<file path="src/rtl/delay_timer_if.sv">
// Request/status bundle between a sequencing FSM (master) and its delay_timer (slave).
// One interface instance per independent wait.
interface delay_timer_if #(
   parameter int unsigned LEN_W = 12
);
   logic             delay_en;
   logic [LEN_W-1:0] delay_len;
   logic             delay_periodic;
   logic             delay_fin;
   logic             delay_pulse;
   logic             delay_busy;
   logic [LEN_W-1:0] ticks_left;

   modport master (
      output delay_en,
      output delay_len,
      output delay_periodic,
      input  delay_fin,
      input  delay_pulse,
      input  delay_busy,
      input  ticks_left
   );

   modport slave (
      input  delay_en,
      input  delay_len,
      input  delay_periodic,
      output delay_fin,
      output delay_pulse,
      output delay_busy,
      output ticks_left
   );
endinterface

</file>
<file path="src/rtl/delay_timer.sv">
// Tick-based delay timer: one-shot or periodic waits of delay_len ticks of TICK_CYCLES clocks.
// Optional macro DELAY_FAST_SIM_EN shortens every tick to 5 clocks for simulation.
module delay_timer #(
   parameter int unsigned TICK_CYCLES = 100000,
   parameter int unsigned LEN_W       = 12
) (
   input  logic         clk,
   input  logic         rst,
   delay_timer_if.slave bus
);

   localparam int unsigned PRE_W = (TICK_CYCLES > 1) ? $clog2(TICK_CYCLES) : 1;

`ifdef DELAY_FAST_SIM_EN
   localparam int unsigned TICK_EFF = 5;
`else
   localparam int unsigned TICK_EFF = TICK_CYCLES;
`endif

   localparam logic [PRE_W-1:0] PRE_LAST = PRE_W'(TICK_EFF - 1);

   typedef enum logic [1:0] {
      IDLE = 2'b00,
      HOLD = 2'b01,
      DONE = 2'b10
   } state_t;

   state_t           state_reg, state_next;
   logic [PRE_W-1:0] pre_reg,   pre_next;
   logic [LEN_W-1:0] tick_reg,  tick_next;
   logic [LEN_W-1:0] len_reg,   len_next;
   logic             mode_reg,  mode_next;
   logic             pulse_reg, pulse_next;

   logic             tick_wrap;
   logic             last_tick;

   assign tick_wrap = (pre_reg == PRE_LAST);
   // tick_reg only ever reaches len_reg-1 before being cleared, so no overflow is possible
   assign last_tick = (tick_reg == len_reg - LEN_W'(1));

   always_ff @(posedge clk or negedge rst) begin
      if (!rst) begin
         state_reg <= IDLE;
         pre_reg   <= '0;
         tick_reg  <= '0;
         len_reg   <= '0;
         mode_reg  <= 1'b0;
         pulse_reg <= 1'b0;
      end else begin
         state_reg <= state_next;
         pre_reg   <= pre_next;
         tick_reg  <= tick_next;
         len_reg   <= len_next;
         mode_reg  <= mode_next;
         pulse_reg <= pulse_next;
      end
   end

   always_comb begin
      state_next = state_reg;
      pre_next   = pre_reg;
      tick_next  = tick_reg;
      len_next   = len_reg;
      mode_next  = mode_reg;
      pulse_next = 1'b0;

      case (state_reg)
         IDLE: begin
            if (bus.delay_en) begin
               len_next  = bus.delay_len;
               mode_next = bus.delay_periodic;
               pre_next  = '0;
               tick_next = '0;
               if (bus.delay_len == '0) begin
                  state_next = DONE;
                  pulse_next = 1'b1;
               end else begin
                  state_next = HOLD;
               end
            end
         end

         HOLD: begin
            // Releasing the request wins over a coinciding expiry: no pulse on abort.
            if (!bus.delay_en) begin
               state_next = IDLE;
               pre_next   = '0;
               tick_next  = '0;
            end else if (tick_wrap) begin
               pre_next = '0;
               if (last_tick) begin
                  pulse_next = 1'b1;
                  tick_next  = '0;
                  if (!mode_reg) begin
                     state_next = DONE;
                  end
               end else begin
                  tick_next = tick_reg + LEN_W'(1);
               end
            end else begin
               pre_next = pre_reg + PRE_W'(1);
            end
         end

         DONE: begin
            if (!bus.delay_en) begin
               state_next = IDLE;
            end
         end

         default: begin
            state_next = IDLE;
            pre_next   = '0;
            tick_next  = '0;
         end
      endcase
   end

   assign bus.delay_fin   = (state_reg == DONE) && bus.delay_en;
   assign bus.delay_pulse = pulse_reg;
   assign bus.delay_busy  = (state_reg == HOLD);
   assign bus.ticks_left  = (state_reg == HOLD) ? (len_reg - tick_reg) : '0;

endmodule

</file>
<file path="src/flat_wrapper.sv">
// flat-port wrapper written by rule: the top's interface ports become plain ports
module delay_timer_flat 
#(
   parameter int unsigned TICK_CYCLES = 100000,
   parameter int unsigned LEN_W       = 12
)
  (clk, rst, bus_delay_en, bus_delay_len, bus_delay_periodic, bus_delay_fin, bus_delay_pulse, bus_delay_busy, bus_ticks_left);
  delay_timer_if #(.LEN_W(LEN_W)) bus_i ();
  input  logic clk;
  input  logic rst;
  input wire logic [$bits(bus_i.delay_en)-1:0] bus_delay_en;
  input wire logic [$bits(bus_i.delay_len)-1:0] bus_delay_len;
  input wire logic [$bits(bus_i.delay_periodic)-1:0] bus_delay_periodic;
  output wire logic [$bits(bus_i.delay_fin)-1:0] bus_delay_fin;
  output wire logic [$bits(bus_i.delay_pulse)-1:0] bus_delay_pulse;
  output wire logic [$bits(bus_i.delay_busy)-1:0] bus_delay_busy;
  output wire logic [$bits(bus_i.ticks_left)-1:0] bus_ticks_left;
  assign bus_i.delay_en = bus_delay_en;
  assign bus_i.delay_len = bus_delay_len;
  assign bus_i.delay_periodic = bus_delay_periodic;
  assign bus_delay_fin = bus_i.delay_fin;
  assign bus_delay_pulse = bus_i.delay_pulse;
  assign bus_delay_busy = bus_i.delay_busy;
  assign bus_ticks_left = bus_i.ticks_left;
  delay_timer #(.TICK_CYCLES(TICK_CYCLES), .LEN_W(LEN_W)) u_core (.clk(clk), .rst(rst), .bus(bus_i));
endmodule
</file>
<file path="config.mk">
export PLATFORM = sky130hd
export DESIGN_NAME = delay_timer_flat
export DESIGN_NICKNAME = d
export VERILOG_FILES = /design/src/rtl/delay_timer_if.sv /design/src/rtl/delay_timer.sv /design/src/flat_wrapper.sv
export SDC_FILE = /design/constraint.sdc
export NUM_CORES = 1
export LEC_CHECK = 0
export ABC_AREA = 1
export BUFFER_PORTS_ARGS = -buffer_cell sky130_fd_sc_hd__buf_4
export CELL_PAD_IN_SITES_DETAIL_PLACEMENT = 1
export CELL_PAD_IN_SITES_GLOBAL_PLACEMENT = 2
export CORE_AREA = 8 8 109 111
export DETAILED_ROUTE_END_ITERATION = 10
export DIE_AREA = 0 0 117 119
export HOLD_SLACK_MARGIN = 0.15
export PLACE_DENSITY_LB_ADDON = 0.1
export SYNTH_ARGS = -nofsm -noshare
export SYNTH_HDL_FRONTEND = slang
export SYNTH_SLANG_ARGS = --single-unit
</file>
<file path="constraint.sdc">
create_clock -name clk -period 2.2 [get_ports clk]
set_input_delay 0.33 -clock clk [delete_from_list [all_inputs] [get_ports clk]]
set_output_delay 0.33 -clock clk [all_outputs]
set_load 0.02 [all_outputs]
</file>
==> metrics.txt <==
final worst path period share 106%; CP startpoint u_core.tick_reg[2]$_DFFE_PN0P_; RR Startpoint u_core.len_reg[1]$_DFFE_PN0P_; max reg flops 17; RSZ-0062 raised after global routing true; final total power 6.17 mW; met2 Usage GRT 24.9%; initial antenna violation count 0; final core occ 46.6%; Synthesis Warnings 0; drt initial violations between 150 and 200; failing checks setup timing; dominant synthesized flop cell dfrtp_1; routability congestion estimate between 0.7 and 0.8; TritonCTS Buffers 5; via/cell ratio 4.87; share of layout cells above drive strength 1 between 30% and 40%; Worst setup SP type flop; Achievable Freq approximately 430 MHz; Crit Path Class flop to output pin; die width around 120 um; wire length of the first global-routing pass 18000 um; die area 13900 um2; skew final 0.00759 ns; Synth cell types 42; Root Driver clkbuf_8; GR Util met3 2.48%; Rows 37; hpwl dp 8560 um; footprint of the multi-input gates 2310 um2; Critical Path RT ~1.9 ns; Final ANT Viol Nets 0; Clock Path Buffers 2; TritonCTS clock tree yes; grt met1 use around a quarter; worst skew pair latency 0.31 ns; Static Leak 2.21 nW; CP Capture Type output pin; Mapped Cells 479; H-tree depth 2; Syn Area/Cell 7.03 um2; fin worst setup slack -0.142 ns; total global-route track usage approximately 16%; PD cells 1310 nW/um2; vias between 3000 and 4000; P&R area growth vs syn 39.6%; # diodes 0; vias in the first global route between 3000 and 4000; flops & latches, synth 45; Post-Syn Nets 510; Final Setup Violations 7; worst-path fanout max 3; Slew HR 47.7%; Arr. time, crit path 2.01 ns; DRT Wirelength 11200 um; IO Port Bufs 30; Setup TNS -0.625 ns; max cap viols 0; R2R setup slack 0.09 ns; final instance area 4700 um2; I/O pin count 31; fin nets 604; Num Clock Sinks 45; Slew @ Worst Pin just under 0.8 ns; initial core utilization 33.4%; Worst setup endpoint bus_ticks_left[9]; r2r endpoint u_core.tick_reg[11]$_DFFE_PN0P_; ranking of synthesized cells by area dfrtp_1, nand2_1, inv_1; largest net degree at the start of global routing 46; register area share after synthesis 33.4%; Reg2Reg Depth 13; drc violations 0; most crowded layer after global routing met2; core area 10100 um2; status complete, but fails checks; top cells by count, synth nand2_1, inv_1, nor2_1; Slew Viols, Final 0; FF+latch area 1130 um2; FILL cells around 1300; die height 119 um; Final Hold Vio Count 0; post-synth top area share 33.4%; Clock Pin Slew Worst Setup and Hold Paths 0.09 ns; Final min period ~2.3 ns; DP Area 4010 um2; Post-synth EDFFs 0; VDD IR max 602 uV; Setup WS pre-CTS -0.00861 ns; WL/cell 15.8 um; leading area contributor after synthesis dfrtp_1; HP Class input port to flop; Pre-antenna DRT Iters 4; mapped cell area 3370 um2; Post-synth ARST share 100%; most common cell in the netlist nand2_1; GR Overflow Total 0
stage by stage:
step	cells	hold WS (ns)
final	710	0.242
after global routing	710	0.238
after CTS	695	0.229
after detailed placement	676	0.401
after global placement	676	0.391
after floorplan	479	0.0344
how the worst min path moves through the flow:
stage | startpoint | to | slack, ns | cells after the start
after floorplan | rst | u_core.bus.delay_pulse$_DFF_PN0_ | 0.03 | 0
after global routing | bus_delay_periodic | u_core.mode_reg$_DFFE_PN0P_ | 0.24 | 2
after detailed placement | rst | u_core.len_reg[7]$_DFFE_PN0P_ | 0.40 | 1
after CTS | bus_delay_periodic | u_core.mode_reg$_DFFE_PN0P_ | 0.23 | 2
after global placement | rst | u_core.len_reg[7]$_DFFE_PN0P_ | 0.39 | 1
final | bus_delay_periodic | u_core.mode_reg$_DFFE_PN0P_ | 0.24 | 2
area by class of cell:
type	instances	share of cell area (%)
inverters	69	5.51
well taps	136	3.62
repair buffers	95	15.4
multi-input cells	357	49.1
clock buffers	6	1.54
clock inverters	2	0.824
flip-flops and latches	45	24.0
power by group:
part	internal, mW	leakage, nW	total, mW	switching, mW
clock	0.342	0.0554	0.663	0.321
combinational	1.87	1.55	4.32	2.45
sequential	1.00	0.597	1.19	0.192
repair_timing:
| action | CTS | global route |
|---|---|---|
| pin swaps | 22 | 32 |
| hold endpoints to repair | 45 | 0 |
| setup endpoints to repair | 9 | 25 |
| resized for setup | 53 | 39 |
| setup buffers | 11 | 17 |
| gates cloned | 0 | 1 |
| hold buffers | 1 | 0 |
kinds of logic (layout without fill, tap and decap cells):
| group | Yosys count | in the layout | synth area share [%] |
|---|---|---|---|
| buffers and inverters | 78 | 172 | 9.32 |
| AOI/OAI and AO/OA | 82 | 82 | 13.6 |
| muxes | 5 | 5 | 1.67 |
| DFF | 45 | 45 | 33.4 |
| xor gates and xnor gates | 13 | 13 | 3.38 |
| and+or+nand+nor | 241 | 242 | 32.8 |
| adders and majority gates | 15 | 15 | 5.79 |
layout by cell type, fill, tap and decap left out, drive strengths merged, types with 5 or more instances in the layout:
master,n
a21oi,35
buf,94
nor3,8
mux2,5
xor2,10
inv,69
nand2,121
nand4,15
ha,14
o21ai,29
clkbuf,6
dfrtp,45
nor2,59
nand3,32
per-layer routing:
layer  vias to the layer above  routed length [um]
li1                       1761                   -
met1                      1656                5640
met2                        34                5110
met3                         6                 384
met4                         0                  85
met5                         -                   0
worst max-delay path, stage by stage (launching register included):
cell     delay [ns]
dfrtp_1        0.41
inv_2          0.09
ha_4           0.21
a21oi_2        0.12
nand2_2        0.09
a21oi_2        0.16
o21ai_2        0.09
a21oi_2        0.14
xor2_1         0.21
nor2_2         0.05
buf_6          0.13
(Power assumes the default switching activity.)
